`config.mk`:
```
export PLATFORM = sky130hd
export DESIGN_NAME = fetch_buffer_flat
export DESIGN_NICKNAME = d
export VERILOG_FILES = /design/src/rtl/fetch_buffer_if.sv /design/src/rtl/fetch_buffer.sv /design/src/flat_wrapper.sv
export SDC_FILE = /design/constraint.sdc
export NUM_CORES = 1
export LEC_CHECK = 0
export BUFFER_PORTS_ARGS = -buffer_cell sky130_fd_sc_hd__buf_4
export CORE_MARGIN = 8
export CORE_UTILIZATION = 40
export DETAILED_ROUTE_END_ITERATION = 10
export PLACE_DENSITY_LB_ADDON = 0.12
export SLEW_MARGIN = 30
export SYNTH_ARGS = -nofsm -noshare
export SYNTH_HDL_FRONTEND = slang
export SYNTH_SLANG_ARGS = --single-unit
```
`constraint.sdc`:
```
create_clock -name clk -period 3 [get_ports clk]
set_input_delay 0.15 -clock clk [delete_from_list [all_inputs] [get_ports clk]]
set_output_delay 0.15 -clock clk [all_outputs]
set_load 0.01 [all_outputs]
```
`src/rtl/fetch_buffer_if.sv`:
```
// Fetch front-end bundle: instruction-memory request/response, redirect, and decode handshake.
// The master modport is the fetch buffer; the slave modport is its environment.
interface fetch_buffer_if #(
    parameter int unsigned AWIDTH = 32,
    parameter int unsigned DWIDTH = 32,
    parameter int unsigned DEPTH  = 4
);
    localparam int unsigned CntW = $clog2(DEPTH) + 1;

    logic              imem_req_o;
    logic [AWIDTH-1:0] imem_addr_o;
    logic [DWIDTH-1:0] imem_data_i;
    logic              redirect_i;
    logic [AWIDTH-1:0] redirect_pc_i;
    logic              valid_o;
    logic              ready_i;
    logic [AWIDTH-1:0] pc_o;
    logic [DWIDTH-1:0] insn_o;
    logic [CntW-1:0]   count_o;

    modport master (
        output imem_req_o,
        output imem_addr_o,
        input  imem_data_i,
        input  redirect_i,
        input  redirect_pc_i,
        output valid_o,
        input  ready_i,
        output pc_o,
        output insn_o,
        output count_o
    );

    modport slave (
        input  imem_req_o,
        input  imem_addr_o,
        output imem_data_i,
        output redirect_i,
        output redirect_pc_i,
        input  valid_o,
        output ready_i,
        input  pc_o,
        input  insn_o,
        input  count_o
    );
endinterface

```
`src/rtl/fetch_buffer.sv`:
```
// Decoupled instruction fetch: owns the PC, issues one-cycle-latency imem reads and queues
// {pc, insn} pairs for decode. A redirect flushes the queue and squashes the in-flight read.
module fetch_buffer #(
    parameter int unsigned       AWIDTH   = 32,
    parameter int unsigned       DWIDTH   = 32,
    parameter logic [AWIDTH-1:0] BASEADDR = AWIDTH'(32'h0100_0000),
    parameter int unsigned       DEPTH    = 4
) (
    input logic     clk,
    input logic     rst,
    fetch_buffer_if.master bus
);
    localparam int unsigned   PtrW     = $clog2(DEPTH);
    localparam int unsigned   CntW     = PtrW + 1;
    localparam logic [CntW-1:0] DepthCnt = CntW'(DEPTH);

    logic [AWIDTH-1:0] pc_q, pc_d;
    logic              inflight_q, inflight_d;
    logic [AWIDTH-1:0] inflight_pc_q, inflight_pc_d;
    logic [PtrW-1:0]   wr_ptr_q, wr_ptr_d;
    logic [PtrW-1:0]   rd_ptr_q, rd_ptr_d;
    logic [CntW-1:0]   count_q, count_d;

    logic [AWIDTH-1:0] pc_mem   [DEPTH];
    logic [DWIDTH-1:0] insn_mem [DEPTH];

    logic [CntW-1:0] credit;
    logic            issue;
    logic            push;
    logic            pop;
    logic            not_empty;
    logic            valid;
    logic            unused_redirect_lsbs;

    assign unused_redirect_lsbs = ^bus.redirect_pc_i[1:0];

    // Outstanding read reserves a slot; the pop in this cycle is deliberately not credited,
    // which keeps the request path independent of ready_i.
    assign credit    = count_q + CntW'(inflight_q);
    assign issue     = rst && !bus.redirect_i && (credit < DepthCnt);
    assign push      = inflight_q && !bus.redirect_i;
    assign not_empty = (count_q != '0);
    assign valid     = not_empty && !bus.redirect_i;
    assign pop       = valid && bus.ready_i;

    always_comb begin
        pc_d          = pc_q;
        inflight_d    = 1'b0;
        inflight_pc_d = inflight_pc_q;
        wr_ptr_d      = wr_ptr_q;
        rd_ptr_d      = rd_ptr_q;
        count_d       = count_q;

        if (bus.redirect_i) begin
            pc_d     = {bus.redirect_pc_i[AWIDTH-1:2], 2'b00};
            wr_ptr_d = '0;
            rd_ptr_d = '0;
            count_d  = '0;
        end else begin
            if (issue) begin
                inflight_d    = 1'b1;
                inflight_pc_d = pc_q;
                pc_d          = pc_q + AWIDTH'(4);
            end
            if (push) begin
                wr_ptr_d = wr_ptr_q + PtrW'(1);
            end
            if (pop) begin
                rd_ptr_d = rd_ptr_q + PtrW'(1);
            end
            unique case ({push, pop})
                2'b10:   count_d = count_q + CntW'(1);
                2'b01:   count_d = count_q - CntW'(1);
                default: count_d = count_q;
            endcase
        end
    end

    always_ff @(posedge clk or negedge rst) begin
        if (!rst) begin
            pc_q          <= BASEADDR;
            inflight_q    <= 1'b0;
            inflight_pc_q <= '0;
            wr_ptr_q      <= '0;
            rd_ptr_q      <= '0;
            count_q       <= '0;
        end else begin
            pc_q          <= pc_d;
            inflight_q    <= inflight_d;
            inflight_pc_q <= inflight_pc_d;
            wr_ptr_q      <= wr_ptr_d;
            rd_ptr_q      <= rd_ptr_d;
            count_q       <= count_d;
        end
    end

    // Payload storage needs no reset: it is only observed while count_q is non-zero.
    always_ff @(posedge clk) begin
        if (push) begin
            pc_mem[wr_ptr_q]   <= inflight_pc_q;
            insn_mem[wr_ptr_q] <= bus.imem_data_i;
        end
    end

    assign bus.imem_req_o  = issue;
    assign bus.imem_addr_o = pc_q;
    assign bus.valid_o     = valid;
    assign bus.pc_o        = not_empty ? pc_mem[rd_ptr_q] : '0;
    assign bus.insn_o      = not_empty ? insn_mem[rd_ptr_q] : '0;
    assign bus.count_o     = count_q;

    a_no_overflow: assert property (@(posedge clk) disable iff (!rst)
        push |-> (count_q != DepthCnt));

endmodule
```
`src/flat_wrapper.sv`:
```
// flat-port wrapper written by rule: the top's interface ports become plain ports
module fetch_buffer_flat 
#(
    parameter int unsigned       AWIDTH   = 32,
    parameter int unsigned       DWIDTH   = 32,
    parameter logic [AWIDTH-1:0] BASEADDR = AWIDTH'(32'h0100_0000),
    parameter int unsigned       DEPTH    = 4
)
  (clk, rst, bus_imem_req_o, bus_imem_addr_o, bus_imem_data_i, bus_redirect_i, bus_redirect_pc_i, bus_valid_o, bus_ready_i, bus_pc_o, bus_insn_o, bus_count_o);
  fetch_buffer_if #(.AWIDTH(AWIDTH), .DWIDTH(DWIDTH), .DEPTH(DEPTH)) bus_i ();
  input logic clk;
  input logic rst;
  output wire logic [$bits(bus_i.imem_req_o)-1:0] bus_imem_req_o;
  output wire logic [$bits(bus_i.imem_addr_o)-1:0] bus_imem_addr_o;
  input wire logic [$bits(bus_i.imem_data_i)-1:0] bus_imem_data_i;
  input wire logic [$bits(bus_i.redirect_i)-1:0] bus_redirect_i;
  input wire logic [$bits(bus_i.redirect_pc_i)-1:0] bus_redirect_pc_i;
  output wire logic [$bits(bus_i.valid_o)-1:0] bus_valid_o;
  input wire logic [$bits(bus_i.ready_i)-1:0] bus_ready_i;
  output wire logic [$bits(bus_i.pc_o)-1:0] bus_pc_o;
  output wire logic [$bits(bus_i.insn_o)-1:0] bus_insn_o;
  output wire logic [$bits(bus_i.count_o)-1:0] bus_count_o;
  assign bus_imem_req_o = bus_i.imem_req_o;
  assign bus_imem_addr_o = bus_i.imem_addr_o;
  assign bus_i.imem_data_i = bus_imem_data_i;
  assign bus_i.redirect_i = bus_redirect_i;
  assign bus_i.redirect_pc_i = bus_redirect_pc_i;
  assign bus_valid_o = bus_i.valid_o;
  assign bus_i.ready_i = bus_ready_i;
  assign bus_pc_o = bus_i.pc_o;
  assign bus_insn_o = bus_i.insn_o;
  assign bus_count_o = bus_i.count_o;
  fetch_buffer #(.AWIDTH(AWIDTH), .DWIDTH(DWIDTH), .BASEADDR(BASEADDR), .DEPTH(DEPTH)) u_core (.clk(clk), .rst(rst), .bus(bus_i));
endmodule
```
Yosys cells after proc, flatten, opt, wreduce, memory -nomap -nowiden

Memory sizes are Yosys's and may differ from the RTL's.
Index checks and enable logic that the tools add are counted.

Add/sub/neg operators: 6
$lt $le $gt $ge: 1
Eq/ne operators: 2
Multiplexer cells: 14
Bitwise operators: 1
Reduce and logical (&&, ||, !) cells: 12

Operator list:

| operator                                            | number |
|---|---|
| two-way mux 32 bit                                  | 4 |
| adder 32 x 3 -> 32 bit, second input constant       | 1 |
| two-way mux 2 bit                                   | 4 |
| case mux 3 bit (2 select lines)                     | 1 |
| nonzero test 2 bit                                  | 3 |
| nonzero test 3 bit                                  | 2 |
| logical AND 1 bit                                   | 5 |
| adder 2 x 1 -> 2 bit, second input constant         | 2 |
| two-way mux 1 bit                                   | 4 |
| adder 3 x 1 -> 3 bit                                | 1 |
| adder 3 x 1 -> 3 bit, second input constant         | 1 |
| less-than comparator 3 bit, second input constant   | 1 |
| two-way mux 3 bit                                   | 1 |
| subtractor 3 x 1 -> 3 bit, second input constant    | 1 |
| equality test 2 x 1 -> 1 bit, second input constant | 1 |
| equality test 2 bit, second input constant          | 1 |
| AND reduction 2 bit                                 | 1 |
| logical NOT 1 bit                                   | 1 |
| NOT 1 bit                                           | 1 |

Bits in registers: 72
RAM bits: 256
Input bits: 68
Output and inout port bits: 101
Word-level logic and storage cells: 44
Memories: 2

Memory list:

| memory          | words | bits a word | read ports | clocked after Yosys merged registers in | wr ports | RTL line           | RTL |
|---|---|---|---|---|---|---|---|
| u_core.insn_mem | 4     | 32          | 1          | 0                                       | 1        | fetch_buffer.sv:25 | `logic [DWIDTH-1:0] insn_mem [DEPTH];` |
| u_core.pc_mem   | 4     | 32          | 1          | 0                                       | 1        | fetch_buffer.sv:24 | `logic [AWIDTH-1:0] pc_mem [DEPTH];` |

Longest topological paths before layout

Gate-level depths: netlist (run 1).

Depth after elaboration: 6
Gate-level depth with buffers: 8
Mapped depth without buffers: 6

Worst setup path before layout (run 1)

Ideal clock, no wire load.

Path type: reg2reg
From: register u_core.inflight_q
To: memory u_core.insn_mem[0][0] (enable)
Library setup time: 427 ps
Arrival: 2228 ps
Required time: 2573 ps
Slack: 345 ps
Stages on the path, launching flop included: 4
Path buffers: 1
Period minus slack after synthesis: 2655 ps
Cells stage by stage: dfrtp_1 -> buf_4 -> nor2b_1 -> and2_1

Longest elaborated chain between the ends: 3

RTL lines:

| item                                    | RTL line            | RTL |
|---|---|---|
| from (decl)                             | fetch_buffer.sv:18  | `logic inflight_q, inflight_d;` |
| from (signal assigned)                  | fetch_buffer.sv:89  | `inflight_q <= inflight_d;` |
| logical AND 1 bit                       | fetch_buffer.sv:41  | `assign push = inflight_q && !bus.redirect_i;` |
| two-way mux 1 bit                       | fetch_buffer.sv:99  | `if (push) begin` |
| two-way mux 1 bit (not written as such) | fetch_buffer.sv:101 | `insn_mem[wr_ptr_q] <= bus.imem_data_i;` |
| to (decl)                               | fetch_buffer.sv:25  |  |

No other way between the ends.

Worst setup path after layout (run 1)

From: register u_core.rd_ptr_q[0]
To: output bus_pc_o[3]

Longest elaborated chain between the ends: 2

RTL lines:

| item                     | RTL line            | RTL |
|---|---|---|
| from (decl)              | fetch_buffer.sv:21  | `logic [PtrW-1:0] rd_ptr_q, rd_ptr_d;` |
| from (signal assigned)   | fetch_buffer.sv:92  | `rd_ptr_q <= rd_ptr_d;` |
| memory read (4 x 32 bit) | -                   |  |
| two-way mux 32 bit       | fetch_buffer.sv:108 | `assign bus.pc_o = not_empty ? pc_mem[rd_ptr_q] : '0;` |
| to (decl)                | flat_wrapper.sv:20  | `output wire logic [$bits(bus_i.pc_o)-1:0] bus_pc_o;` |

No other way between the ends.

==> results of run 1 <==
-- path summary, 6_finish.rpt --
kind                                          start                         end  slack [ns]
max                              u_core.rd_ptr_q[0]                 bus_pc_o[3]        0.40
min                                     bus_ready_i       u_core.bus.count_o[0]        0.03
max reg2reg                       u_core.inflight_q  u_core.bus.imem_addr_o[13]        0.70
min reg2reg                u_core.inflight_pc_q[29]        u_core.pc_mem[0][29]        0.51
max in group asynchronous                       rst  u_core.bus.imem_addr_o[24]        2.29
min in group asynchronous                       rst  u_core.bus.imem_addr_o[23]        0.09
-- placed cells by master (no fill, tap or decap), types with 5 or more instances in the layout --
cell type / count
edfxtp_1: 248
buf_4: 181
nor2b_1: 67
dfrtp_1: 65
dlygate4sd3_1: 64
mux4_2: 62
nand2_1: 37
clkbuf_16: 37
mux2_2: 24
nor2_1: 23
nand4_1: 15
o21ai_0: 15
inv_1: 14
nand3_1: 14
o311ai_0: 11
clkinv_1: 9
a31oi_1: 9
clkbuf_1: 9
or4_1: 8
o211ai_1: 7
o31ai_1: 7
xnor2_1: 7
clkinv_2: 7
buf_12: 7
and4_1: 6
or2_2: 5
and3_1: 5
nor4_1: 5
ha_1: 5
-- layer usage --
metal	track usage, %	wire length [um]
met1	22.5	14300
met2	25.6	14500
met3	3.39	1670
met4	4.63	630
met5	0	0
-- repair_timing --
action | 4_1_cts | 5_1_grt
hold buffers | 64 | 0
hold endpoints to repair | 232 | 0
gates resized for setup | 0 | 0
-- sequential cells by signal, indices dropped and copies added, names as in the netlist --
| signal | count |
|---|---|
| u_core.inflight_pc_q | 30 |
| u_core.rd_ptr_q | 2 |
| u_core.inflight_q | 1 |
| u_core.wr_ptr_q | 2 |
| u_core.bus.count_o | 3 |
| u_core.insn_mem | 128 |
| u_core.pc_mem | 120 |
| u_core.bus.imem_addr_o | 30 |
-- area by class of cell --
cell class	instances	area [sq um]	share of cell area, %
inverter	15	56.3	0.340
sequential	316	9160	55.3
clock inverter	18	90.1	0.544
timing repair buffer	252	2140	12.9
multi-input combinational	386	3590	21.7
tap	442	553	3.34
clock buffer	47	973	5.88
-- stage by stage --
stage	utilization, %	area (sq um)	hold WS [ns]	power (W)
final	51.3	16600	0.0310	0.0116
after global routing	51.3	16600	0.107	0.0122
after CTS	51.3	16600	0.00655	0.0118
after detailed placement	46.0	14900	0.0825	0.00775
after global placement	45.9	14800	0.0807	0.00773
after floorplan	-	13000	-0.146	0.00664
-- power by group --
part / internal (W) / total, W / switching (W)
clock: 0.00229 / 0.00397 / 0.00168
sequential: 0.00511 / 0.00545 / 0.000341
combinational: 0.00116 / 0.00221 / 0.00104
total: 0.00856 / 0.0116 / 0.00306
-- worst register-to-register path, cell delays in order, from the launching register on --
cell and delay (ns):
dfrtp_1 0.55, a31oi_2 0.45, o21ai_0 0.36, buf_4 0.29, o311ai_0 0.31, o311ai_0 0.20
-- cells by family after synthesis --
| kind of cell | count (synthesis) | share of synthesized area [%] |
|---|---|---|
| compound gates | 75 | 4.36 |
| xor+xnor | 7 | 0.472 |
| fa+ha+maj | 6 | 0.636 |
| buf+inv | 62 | 2.09 |
| flops | 316 | 70.5 |
| mux | 90 | 13.1 |
| other cells | 1 | 0.0289 |
| simple gates | 204 | 8.80 |
==> impl_metrics.csv, run 1 <==
group,metric,value,unit
logic_synthesis,ys_seq_elements,316,
global_routing,antenna_found_initial,0,
drt,drt_iter0_drc,449,
pwr,powerDensity,702,nW/um^2
hold_path,hold-path-cell-count,4,
critical_path,cp_num_buf_inv,2,
drt,drt-total-wl,31100,um
logic_synthesis,synth_cells,761,
critical_path,cp_slowest_stage_delay,0.77,ns
floorplan,die_h,196,um
timing,period_minus_slack,2.60,ns
place,gp_congestion,0.873,
logic_synthesis,seq_area_frac_synth,70.5,%
clock_tree,clk_pin_slew,0.05,ns
floorplan,die-area,38500,sq um
floorplan,core,32300,sq um
logic_synthesis,synth_area,13000,sq um
critical_path,critPathKind,"flip-flop to output pin",
timing,setup_violations,0,
drt,drc,0,
global_routing,grt_overflow,0,
finish,fin_cells,1476,
logic_synthesis,yosys_most_used_dff,"edfxtp_1",
timing,timing.fmax,0.385,GHz
critical_path,required,2.85,ns
drt,ant_nets,0,
critical_path,cp_max_fo,22,
critical_path,crit_family,"flip-flops",
finish,layout-drive-gt1-share,32.8,%
logic_synthesis,synth_edf_count,248,
floorplan,fp-row-count,66,
logic_synthesis,avgSynthCellArea,17.1,sq um
critical_path,r2r_cells,5,
place,place_ws,0.714,ns
timing,finalCritPeriodShare,86.6,%
timing,hold_viol,0,
critical_path,critPathCaptureType,"output pin",
outcome,status,"finished clean",
finish,diodes,0,
drt,viasPerCell,5.21,
clock_tree,cts_root_buf,"clkbuf_16",
place,dp.final_hpwl,19500,um
timing,skew,0.0136,ns
logic_synthesis,yosysMostFrequentCell,"edfxtp_1",
global_routing,grt_pass1_vias,8256,
critical_path,cp_num_cells,4,
drt,wl_per_cell,21.1,um
clock_tree,h-tree-depth,2,
clock_tree,cts_tree,"done",
finish,nFillCells,2744,
global_routing,grt_pass1_wl,49000,um
logic_synthesis,netlist.area_leader.share,57.4,%
logic_synthesis,synth.largest_area_cell,"edfxtp_1",
place,port_buffers,162,
drt,via_count,7687,
finish,final_nets,1081,
floorplan,ios,169,
clock_tree,cts.sinks,316,
clock_tree,numCtsBuffers,36,
timing,drv_slew,0,
timing,setup-tns-final,0,ns
logic_synthesis,yosysWarnings,0,
logic_synthesis,ys_top_cells_by_count,"edfxtp_1 (248), dfrtp_1 (67), nor2b_1 (67)",
critical_path,path_cells,"buf_12 -> mux4_2 -> nor2b_1 -> buf_4",
place,place_inst,1347,
clock_tree,post_cts_buffers,0,
timing,rsz0062_at_grt,"no",
timing,tightest_slew,0.799,ns
hold_path,hp-class,"input port to flip-flop",
pwr,ir_drop,0.367,mV
critical_path,critPathArrivalTime,2.45,ns
critical_path,cpMaxStageDelayCell,"dfrtp_4",
finish,area_delta_synth_final,27.5,%
clock_tree,clkLatencyLatePin,0.51,ns
logic_synthesis,synth_area_leaders,"edfxtp_1 (57%), dfrtp_1 (13%), mux4_2 (11%), nor2b_1 (3.2%), mux2_2 (2.1%)",
logic_synthesis,synthArstFlopShare,21.5,%
global_routing,grt_max_degree,64,
logic_synthesis,ys_types,52,
floorplan,initial_core_util,40.2,%
pwr,leakagePower,5.86,nW
global_routing,track_usage,16.2,%
timing,slew_headroom,46.3,%
timing,fin_ws,0.402,ns
critical_path,cp-start-kind,"flip-flop",
run,max-cap-violations,0,
floorplan,die_width,196,um
drt,first_pass_iters,5,
clock_tree,clockBufferDepth,3,
Power figures use the tool's default switching activity.
==> run 2, diff against run 1 <==
Settings changed: BUFFER_PORTS_ARGS -buffer_cell sky130_fd_sc_hd__buf_4 to default, DONT_BUFFER_PORTS from default to 1.
==> run 2 against run 1 <==
Against the previous run:
- global-route usage rose by 0.093 points
- wire length rose by 0.44%
- critical path type unchanged
- via count fell by 6.3%
- non-clock buffer count fell by 156
- register-to-register slack got worse by 0.12 ns
- maximum frequency rose by 4.9%
- clock skew barely moved
- cell count fell by 11%
- core utilization fell by 3.5 points
==> impl_metrics.csv, run 2 (synthesized netlist as in run 1, its figures left out) <==
group,metric,value,unit
drt,first_pass_iters,5,
place,dp.final_hpwl,19700,um
drt,ant_nets,0,
clock_tree,clkLatencyLatePin,0.50,ns
finish,layout_commonest_cell,"edfxtp_1",
critical_path,critPathKind,"flip-flop to output pin",
critical_path,cpMaxStageDelayCell,"dfrtp_4",
critical_path,critPathCaptureType,"output pin",
critical_path,cp_max_fo,19,
floorplan,die-area,38500,sq um
critical_path,crit_end,"bus_pc_o[23]",
timing,tightest_slew,0.837,ns
place,gp_congestion,0.860,
finish,final_nets,924,
outcome,status,"finished clean",
finish,largest_register_ff_count,128,
global_routing,track_usage,16.3,%
global_routing,grt_overflow,0,
pwr,leakagePower,5.08,nW
timing,period_minus_slack,2.48,ns
pwr,power.switching,0.00295,W
floorplan,die_h,196,um
critical_path,crit_start,"u_core.rd_ptr_q[0]",
timing,skew,0.0135,ns
place,port_buffers,0,
critical_path,cp-start-kind,"flip-flop",
critical_path,cp_num_buf_inv,1,
timing,finalCritPeriodShare,82.6,%
drt,viasPerCell,5.48,
global_routing,antenna_found_initial,0,
hold_path,hp-class,"input port to flip-flop",
critical_path,r2r_slack,0.58,ns
timing,setup-tns-final,0,ns
drt,drt-total-wl,31200,um
clock_tree,cts_root_buf,"clkbuf_16",
critical_path,r2r-end,"u_core.bus.imem_addr_o[30]",
pwr,p_int,0.00818,W
pwr,powerDensity,722,nW/um^2
clock_tree,cts.sinks,316,
place,place_ws,0.681,ns
timing,slew_headroom,43.7,%
floorplan,die_width,196,um
timing,hold_viol,0,
critical_path,required,2.85,ns
global_routing,grt_max_degree,70,
critical_path,r2r_cells,5,
pwr,pwr-share-clk,35.7,%
pwr,ir_drop,0.427,mV
finish,reg_top3,"u_core.insn_mem x128, u_core.pc_mem x120",
finish,layout-drive-gt1-share,20.7,%
finish,final_util,47.7,%
finish,area_delta_synth_final,18.7,%
timing,drv_slew,0,
critical_path,cp_slowest_stage_delay,0.71,ns
finish,mostFrequentLayoutCells,"edfxtp_1 (248), nor2b_1 (67), dlygate4sd3_1 (66), dfrtp_1 (65), mux4_2 (62)",
drt,wl_per_cell,23.8,um
timing,fin_ws,0.523,ns
timing,rsz0062_at_grt,"no",
floorplan,initial_core_util,40.2,%
critical_path,rr_startpoint,"u_core.inflight_q",
clock_tree,clk_pin_slew,0.06,ns
clock_tree,h-tree-depth,2,
floorplan,core,32300,sq um
finish,diodes,0,
clock_tree,numCtsBuffers,35,
timing,timing.fmax,0.404,GHz
global_routing,grt_pass1_vias,7756,
floorplan,fp-row-count,66,
clock_tree,clockBufferDepth,3,
pwr,comb_power_share,15.3,%
pwr,power,0.0111,W
finish,fin_area,15400,sq um
critical_path,cp_num_cells,3,
run,max-cap-violations,0,
global_routing,grt_pass1_wl,48300,um
critical_path,crit_family,"flip-flops",
place,dpl-instance-area,13600,sq um
floorplan,ios,169,
clock_tree,cts_tree,"done",
pwr,seqPwrFrac,49.0,%
drt,via_count,7206,
finish,regMostFlops,"u_core.insn_mem",
drt,drc,0,
critical_path,path_cells,"buf_4 -> mux4_2 -> nor2b_1",
timing,setup_violations,0,
pwr,power_switching_share,26.5,%
critical_path,critPathArrivalTime,2.33,ns
drt,drt_iter0_drc,450,
run 2: cell types whose count changed in the layout (fill, tap and decap cells not counted), moves of 2 or more:
| cell | previous run | this run |
|---|---|---|
| buf_4 | 181 | 22 |
| clkinv_4 | 0 | 3 |
| dlygate4sd3_1 | 64 | 66 |
| clkinv_2 | 7 | 4 |
| clkinv_1 | 9 | 3 |
| buf_16 | 0 | 2 |
run 2: stage by stage:
stage / hold WS, ns / cells
final: 0.0367 / 1315
after global placement: -0.142 / 1185
after detailed placement: -0.142 / 1187
after CTS: 0.0159 / 1315
after global routing: 0.0379 / 1315
after floorplan: -0.146 / 764
run 2: area by class of cell:
cell class	instances	area, sq um
fillers	2764	16900
repair buffers	96	1000
flip-flops and latches	316	9160
clock inverters	13	108
clock buffers	47	952
inverters	15	56.3
multi-input cells	386	3590
well taps	442	553
run 2: worst min-delay path by stage:
stage	from	end	cells past startpoint
global route	bus_redirect_i	u_core.bus.imem_addr_o[24]	3
finish	bus_redirect_i	u_core.bus.imem_addr_o[22]	3
CTS	bus_redirect_i	u_core.bus.imem_addr_o[24]	3
floorplan	rst	u_core.bus.count_o[0]	0
detailed placement	rst	u_core.inflight_pc_q[14]	0
global placement	rst	u_core.inflight_pc_q[16]	0
run 2: worst register-to-register path: cells and delay by family, from the launching register on:
kind	cells	cell delay, ns
AND/OR/NAND/NOR	2	0.87
flip-flops	1	0.62
multiplexers	1	0.39
buffers and inverters	1	0.22
AO/OA/AOI/OAI	1	0.21
run 2: metal layers:
layer / up-vias / share of wire [%] / global-route usage [%]
met5: - / 0 / 0
met4: 0 / 2.2 / 4.66
met3: 44 / 7.3 / 4.71
met2: 246 / 48 / 26.5
met1: 3732 / 42 / 21.1
li1: 3184 / - / -
run 2: what timing repair did:
item                                   CTS  global route
resized for setup                        0             0
endpoints found under the hold margin  233             0
hold buffers                            68             0
buffers inserted                         0             0
run 2: power by group through the flow:
stage | Sequential [W] | Clock, W | Combinational (W)
3_3_place_gp | 0.00554 | 0 | 0.00159
6_report | 0.00545 | 0.00397 | 0.00171
2_1_floorplan | 0.00538 | 0 | 0.00126
4_1_cts | 0.00546 | 0.00409 | 0.00177
3_5_place_dp | 0.00556 | 0 | 0.00164
5_1_grt | 0.00551 | 0.00426 | 0.00188
